## config.mk

```make
export PLATFORM = sky130hd
export DESIGN_NAME = dbus_timer_flat
export DESIGN_NICKNAME = d
export VERILOG_FILES = /design/src/rtl/dbus_timer_if.sv /design/src/rtl/dbus_timer.sv /design/src/flat_wrapper.sv
export SDC_FILE = /design/constraint.sdc
export NUM_CORES = 1
export LEC_CHECK = 0
export BUFFER_PORTS_ARGS = -buffer_cell sky130_fd_sc_hd__buf_4
export CAP_MARGIN = 0
export CORE_MARGIN = 5
export CORE_UTILIZATION = 47
export CTS_CLUSTER_SIZE = 14
export DETAILED_ROUTE_END_ITERATION = 8
export PLACE_DENSITY = 0.81
export SYNTH_ARGS = -nofsm -noshare
export SYNTH_HDL_FRONTEND = slang
export SYNTH_SLANG_ARGS = --single-unit
```

## constraint.sdc

```tcl
create_clock -name CLK -period 7.9 [get_ports CLK]
set_clock_uncertainty 0.2 [all_clocks]
set_input_delay 0.79 -clock CLK [delete_from_list [all_inputs] [get_ports CLK]]
set_output_delay 0.79 -clock CLK [all_outputs]
set_load 0.02 [all_outputs]
```

## src/rtl/dbus_timer_if.sv

```systemverilog
// Data-memory bus bundle between the core and the dbus_timer responder.
//   master : core side; drives address, write data and strobes, receives read data,
//            hit and irq.
//   slave  : timer side; the mirror image.
// Signals:
//   daddr    [31:0] byte address
//   ddata_w  [31:0] write data
//   MemWrite        write strobe, one word per cycle while high
//   MemRead         read strobe
//   ddata_r  [31:0] read data, zero when the access is outside the window
//   hit             access decodes to the timer window
//   irq             level interrupt, active-high
interface dbus_timer_if;
  logic [31:0] daddr;
  logic [31:0] ddata_w;
  logic        MemWrite;
  logic        MemRead;
  logic [31:0] ddata_r;
  logic        hit;
  logic        irq;

  modport master (
    output daddr,
    output ddata_w,
    output MemWrite,
    output MemRead,
    input  ddata_r,
    input  hit,
    input  irq
  );

  modport slave (
    input  daddr,
    input  ddata_w,
    input  MemWrite,
    input  MemRead,
    output ddata_r,
    output hit,
    output irq
  );
endinterface

```

## src/rtl/dbus_timer.sv

```systemverilog
// Memory-mapped timer on the core data bus, sitting in parallel with the data RAM.
// Four word registers in a 16-byte window at BASE_ADDR:
//   0x0 CTRL    [0] EN, [1] AUTO, [2] IE, [15:8] PRESCALE
//   0x4 COUNT   32-bit up-counter
//   0x8 COMPARE match value
//   0xC STATUS  [0] MATCH (write 1 to clear), [1] RUN (mirrors EN)
// Ports:
//   CLK    system clock, rising edge
//   RESET  synchronous, active-high
//   bus    dbus_timer_if.slave (daddr, ddata_w, MemWrite, MemRead, ddata_r, hit, irq)
// ddata_r is zero unless this window is read, so it can be ORed with the RAM output.
// Build option: define DBUS_TIMER_PRESCALER_EN to include the PRESCALE field and the
// 8-bit prescale counter; without it every enabled cycle is a tick and CTRL[15:8]
// reads 0.
module dbus_timer #(
  parameter logic [31:0] BASE_ADDR = 32'h0000_2000
) (
  input logic         CLK,
  input logic         RESET,
  dbus_timer_if.slave bus
);

  typedef enum logic [1:0] {
    RegCtrl    = 2'd0,
    RegCount   = 2'd1,
    RegCompare = 2'd2,
    RegStatus  = 2'd3
  } reg_sel_e;

  logic        en_q, en_d;
  logic        auto_q, auto_d;
  logic        ie_q, ie_d;
  logic        match_q, match_d;
  logic [31:0] count_q, count_d;
  logic [31:0] compare_q, compare_d;
`ifdef DBUS_TIMER_PRESCALER_EN
  logic [7:0]  presc_q, presc_d;
  logic [7:0]  pcnt_q, pcnt_d;
`endif

  logic        hit;
  logic        wr;
  reg_sel_e    sel;
  logic        wr_ctrl, wr_count, wr_compare, wr_status;
  logic        tick;
  logic        match_hit;
  logic [31:0] rdata;

  // Byte lane bits are irrelevant to a word-only register file.
  logic        unused_addr;
  assign unused_addr = ^bus.daddr[1:0];

  assign hit = (bus.daddr[31:4] == BASE_ADDR[31:4]) && (bus.MemRead || bus.MemWrite);
  assign wr  = hit && bus.MemWrite;
  assign sel = reg_sel_e'(bus.daddr[3:2]);

  assign wr_ctrl    = wr && (sel == RegCtrl);
  assign wr_count   = wr && (sel == RegCount);
  assign wr_compare = wr && (sel == RegCompare);
  assign wr_status  = wr && (sel == RegStatus);

`ifdef DBUS_TIMER_PRESCALER_EN
  assign tick = en_q && (pcnt_q == presc_q);
`else
  assign tick = en_q;
`endif

  // Compare uses the pre-edge COUNT even when the bus overwrites COUNT this cycle.
  assign match_hit = tick && (count_q == compare_q);

  always_comb begin
    en_d      = en_q;
    auto_d    = auto_q;
    ie_d      = ie_q;
    match_d   = match_q;
    count_d   = count_q;
    compare_d = compare_q;
`ifdef DBUS_TIMER_PRESCALER_EN
    presc_d   = presc_q;
    // Counter idles at 0 while disabled and restarts on any CTRL write.
    if (!en_q || tick || wr_ctrl) begin
      pcnt_d = 8'd0;
    end else begin
      pcnt_d = pcnt_q + 8'd1;
    end
`endif

    // W1C first so a same-cycle match set takes precedence below.
    if (wr_status && bus.ddata_w[0]) begin
      match_d = 1'b0;
    end

    if (tick) begin
      if (match_hit) begin
        match_d = 1'b1;
        if (auto_q) begin
          count_d = 32'd0;
        end else begin
          en_d = 1'b0;
        end
      end else begin
        count_d = count_q + 32'd1;
      end
    end

    // Bus writes last: they override the tick's COUNT update and one-shot EN clear.
    if (wr_ctrl) begin
      en_d   = bus.ddata_w[0];
      auto_d = bus.ddata_w[1];
      ie_d   = bus.ddata_w[2];
`ifdef DBUS_TIMER_PRESCALER_EN
      presc_d = bus.ddata_w[15:8];
`endif
    end
    if (wr_count) begin
      count_d = bus.ddata_w;
    end
    if (wr_compare) begin
      compare_d = bus.ddata_w;
    end
  end

  always_ff @(posedge CLK) begin
    if (RESET) begin
      en_q      <= 1'b0;
      auto_q    <= 1'b0;
      ie_q      <= 1'b0;
      match_q   <= 1'b0;
      count_q   <= 32'd0;
      compare_q <= 32'd0;
`ifdef DBUS_TIMER_PRESCALER_EN
      presc_q   <= 8'd0;
      pcnt_q    <= 8'd0;
`endif
    end else begin
      en_q      <= en_d;
      auto_q    <= auto_d;
      ie_q      <= ie_d;
      match_q   <= match_d;
      count_q   <= count_d;
      compare_q <= compare_d;
`ifdef DBUS_TIMER_PRESCALER_EN
      presc_q   <= presc_d;
      pcnt_q    <= pcnt_d;
`endif
    end
  end

  always_comb begin
    rdata = 32'd0;
    if (hit && bus.MemRead) begin
      unique case (sel)
`ifdef DBUS_TIMER_PRESCALER_EN
        RegCtrl:    rdata = {16'd0, presc_q, 5'd0, ie_q, auto_q, en_q};
`else
        RegCtrl:    rdata = {29'd0, ie_q, auto_q, en_q};
`endif
        RegCount:   rdata = count_q;
        RegCompare: rdata = compare_q;
        RegStatus:  rdata = {30'd0, en_q, match_q};
        default:    rdata = 32'd0;
      endcase
    end
  end

  assign bus.ddata_r = rdata;
  assign bus.hit     = hit;
  assign bus.irq     = match_q && ie_q;

endmodule

```

## src/flat_wrapper.sv

```systemverilog
// flat-port wrapper written by rule: the top's interface ports become plain ports
module dbus_timer_flat 
#(
  parameter logic [31:0] BASE_ADDR = 32'h0000_2000
)
  (CLK, RESET, bus_daddr, bus_ddata_w, bus_MemWrite, bus_MemRead, bus_ddata_r, bus_hit, bus_irq);
  dbus_timer_if bus_i ();
  input logic CLK;
  input logic RESET;
  input wire logic [$bits(bus_i.daddr)-1:0] bus_daddr;
  input wire logic [$bits(bus_i.ddata_w)-1:0] bus_ddata_w;
  input wire logic [$bits(bus_i.MemWrite)-1:0] bus_MemWrite;
  input wire logic [$bits(bus_i.MemRead)-1:0] bus_MemRead;
  output wire logic [$bits(bus_i.ddata_r)-1:0] bus_ddata_r;
  output wire logic [$bits(bus_i.hit)-1:0] bus_hit;
  output wire logic [$bits(bus_i.irq)-1:0] bus_irq;
  assign bus_i.daddr = bus_daddr;
  assign bus_i.ddata_w = bus_ddata_w;
  assign bus_i.MemWrite = bus_MemWrite;
  assign bus_i.MemRead = bus_MemRead;
  assign bus_ddata_r = bus_i.ddata_r;
  assign bus_hit = bus_i.hit;
  assign bus_irq = bus_i.irq;
  dbus_timer #(.BASE_ADDR(BASE_ADDR)) u_core (.CLK(CLK), .RESET(RESET), .bus(bus_i));
endmodule
```

---- Word-level counts from Yosys, hierarchy flattened ----
Cells that the tools add are included.
storage, ports and cells
  register bits ........................... 68
  input bits .............................. 68
  output and inout port bits .............. 34
  word-level logic and storage cells ...... 40
cells by class
  add/subtract/negate cells ............... 1
  eq/ne operators ......................... 6
  multiplexer cells ....................... 13
  reductions and logical operators ........ 14
operators by type and width
  operator                                                                 count
  32-bit two-way mux                                                       5
  32-bit case mux with 4 select lines                                      1
  32-bit by 1-bit adder with 32-bit output, second input constant          1
  32-bit equality test                                                     1
  28-bit by 10-bit equality test with 1-bit output, second input constant  1
  1-bit logical AND                                                        10
  1-bit two-way mux                                                        7
  2-bit equality test, second input constant                               2
  3-bit by 1-bit inequality test with 1-bit output, second input constant  1
  2-bit by 1-bit equality test with 1-bit output, second input constant    1
  2-bit zero test                                                          1
  2-bit AND reduction                                                      1
  2-bit nonzero test                                                       1
  1-bit logical OR                                                         1

---- Logic depth before layout (Yosys ltp) ----
  word-level depth ........................ 8
  mapped depth ............................ 10

---- Worst setup path after synthesis ----
OpenSTA, ideal clock, no wires.
  kind .................................... input-to-output
  start ................................... in bus_daddr[9]
  end ..................................... out bus_ddata_r[10]
  data arrival time ....................... 2407 ps
  slack ................................... 4503 ps
  stages .................................. 6
  buffers on the path ..................... 1
  cells stage by stage .................... nor4b_1 -> o2111ai_1 -> nor2_1 -> nand2_1 -> clkbuf_1 -> nor2_1
on the way
  longest elaborated chain between the ends .. 4
ends and longest elaborated chain
  what                                              line                text
  from (decl)                                       flat_wrapper.sv:10  input wire logic [$bits(bus_i.daddr)-1:0] bus_daddr;
  28-bit by 10-bit equality test with 1-bit output  dbus_timer.sv:53    assign hit = (bus.daddr[31:4] == BASE_ADDR[31:4]) && (bus.MemRead || bus.MemWrite);
  1-bit logical AND                                 dbus_timer.sv:53
  named net bus_hit                                 flat_wrapper.sv:15  output wire logic [$bits(bus_i.hit)-1:0] bus_hit;
  1-bit logical AND                                 dbus_timer.sv:151   if (hit && bus.MemRead) begin
  32-bit two-way mux                                dbus_timer.sv:151
  to (decl)                                         flat_wrapper.sv:14  output wire logic [$bits(bus_i.ddata_r)-1:0] bus_ddata_r;
The timed path passes the listed nets, and every way through them passes these cells.

---- Worst setup path after layout ----
  start ................................... in bus_daddr[9]
  end ..................................... out bus_ddata_r[18]
on the way
  longest elaborated chain between the ends .. 4
ends and longest elaborated chain
  what                                              line
  28-bit by 10-bit equality test with 1-bit output  dbus_timer.sv:53
  1-bit logical AND                                 dbus_timer.sv:53
  1-bit logical AND                                 dbus_timer.sv:151
  32-bit two-way mux                                dbus_timer.sv:151
Every way passes these cells.

==> results_dict.tcl <==
set metrics [dict create \
    yosys-top-cells-area "dfxtp_1 (31%), nand2_1 (9.0%), xor2_1 (5.9%)" \
    report.final.hold_viol_count 0 \
    rsz0062_at_grt "false" \
    syn-mean-instance-area_um2 7.56 \
    crit_path_end_kind "output port" \
    ys.warnings.count 0 \
    clock_sink_count 68 \
    ys_ff_latch 68 \
    crit_type "input pin to output port" \
    syn_nets 653 \
    max-cap-violations 0 \
    cts_buffers 9 \
    setup_viol 0 \
    synth_top_family_by_area "simple AND/OR/NAND/NOR gates" \
    p_per_area_nw_per_um2 123 \
    yosysSeqAreaShare_pct 30.8 \
    post_cts_buffers 0 \
    grt_pass1_wl_um 22800 \
    syn-instance-count 584 \
    slew_headroom_pct 28.9 \
    root_buffer "clkbuf_8" \
    synthSimpleGateAreaFrac_pct 29.8 \
    min_path_type "flip-flop to flip-flop" \
    muxShareOfSynthArea_pct 2.15 \
    cp_top_family "simple AND/OR/NAND/NOR gates" \
    synth_top_area_share_pct 30.8 \
    grt_pass1_vias 4532 \
    worst_slew_pin_slew_ns 1.06 \
    gp_congestion 0.965 \
    required_ns 6.91 \
    yosys_most_used_dff "dfxtp_1" \
    io_buffers 99 \
    synth_most_common_cell "nand2_1" \
    dieArea_um2 11400 \
    grt.overflow.total 0 \
    ir_drop_mv 0.0762 \
    power_mw 0.643 \
    nets 716 \
    clk_pin_slew_ns 0.07 \
    die_h_um 107 \
    start_util_pct 48.0 \
    synth_xor_xnor_area_share_pct 8.30 \
    drive_above_1_share_pct 21.8 \
    num_rows 35 \
    finalCritPeriodShare_pct 51.9 \
    diodes 0 \
    status "finished, final reports clean" \
    cts_resized 0 \
    post-route-drc-count 0 \
    worstPathArrival_ns 3.11 \
    synth_adder_area_share_pct 0.283 \
    synth_common_cells "nand2_1 (106), dfxtp_1 (68), nor2_1 (61), a21oi_1 (39), clkbuf_1 (36)" \
    wl_per_cell_um 18.5 \
    cpMaxStageDelayCell "nand2_1" \
    synth_top_cell_by_area "dfxtp_1" \
    antenna_found_initial 0 \
    drt_pass1_iterations 5 \
    clkLatencyLatePin_ns 0.36 \
    clk_path_buf_depth 2 \
    worst-path-buf-inv 2 \
    final_core_util_pct 56.6 \
    max_stage_delay_ns 0.75 \
    syn_to_final_growth_pct 17.9 \
    crit_chain "buf_4 > nor4b_1 > o2111ai_1 > nor2_1 > nand2_1 > nor2_1 > buf_4" \
    fp.coreArea_um2 9200 \
    synth_edf_count 0 \
    dpl.hpwl_um 9750 \
    postRouteAntennaNets 0 \
    vias 4717 \
    timing.hold.ws_ns 0.287 \
    timing.final.crit_period_ns 4.10 \
    clock.fmax_ghz 0.244 \
    finalSetupTns_ns 0 \
    drt_iter0_markers 484 \
    leakagePower_nw 1.96 \
    synth_compound_area_share_pct 21.0 \
    hold_buffers 0 \
    crit_fanout 30 \
    io_pins 102 \
    grt_util_all_layers_pct 24.7 \
    tritoncts "built" \
    htree_num_levels 3 \
    synth_area_um2 4420 \
    grt_start_max_net_pins 61 \
    wl_um 14100 \
    synth.distinct_cells 67 \
    viasPerCell 6.19 \
    cp-start-kind "input pin" \
    maxSlewViolCount 0 \
    die_w_um 107 \
    async_flop_share_pct 0 \
]
[layer usage]
layer	global-route usage (%)	share of wire, %
met5	0	0
met2	40.7	47
met4	9.68	3.0
met1	31.4	41
met3	5.54	9.1
[path summary, 6_finish.rpt]
check	start	to	slack [ns]	cells after the start
max reg2reg	u_core.count_q[9]	u_core.count_q[9]	4.79	7
min	u_core.compare_q[12]	u_core.compare_q[12]	0.29	2
min reg2reg	u_core.compare_q[12]	u_core.compare_q[12]	0.29	2
max	bus_daddr[9]	bus_ddata_r[18]	3.80	7
[kinds of logic (layout without fill, tap and decap cells)]
group,after synthesis,after routing
adders and majority gates,1,1
and+or+nand+nor,278,278
buffers and inverters,63,130
AOI/OAI and AO/OA,126,126
xor gates and xnor gates,41,41
DFF,68,68
muxes,7,7
[per-stage QoR]
step	worst slack, ns	cell area [um^2]	std cells
floorplan	4.50	4420	584
global placement	3.90	5060	747
detailed placement	3.76	5060	747
CTS	3.75	5210	762
global route	3.46	5210	762
finish	3.80	5210	762
[registers in the layout, summed over array words and instances, names as in the netlist]
name,count
u_core.compare_q,32
u_core.count_q,32
u_core.auto_q,1
u_core.en_q,1
u_core.ie_q,1
u_core.match_q,1
[layout make-up]
class	count	area [um^2]
fillers	861	3990
clock buffers	12	135
clock inverters	3	15.0
well taps	111	139
repair buffers	106	796
multi-input cells	453	2730
flip-flops and latches	68	1360
inverters	9	33.8
[worst register-to-register path, delay by kind of cell (launching register included)]
family          cells  cell delay, ns
simple gates        3            1.06
compound gates      3            1.11
xor+xnor            1            0.14
flops               1            0.49
[layout by cell type (no fill, tap or decap), drive strengths merged, types with 12 or more instances in the layout]
cell type	instances
nor3	24
dfxtp	68
nor2	61
nand2	106
a22oi	32
buf	106
nor4	15
xor2	31
nand3	26
nand4	14
a21oi	39
clkbuf	12
[power by group]
group | internal [mW] | leakage (nW) | switching [mW] | total [mW]
Sequential | 0.343 | 0.548 | 0.000981 | 0.344
Combinational | 0.0260 | 1.34 | 0.0271 | 0.0530
Clock | 0.111 | 0.0800 | 0.135 | 0.246
(Power assumes the default switching activity.)
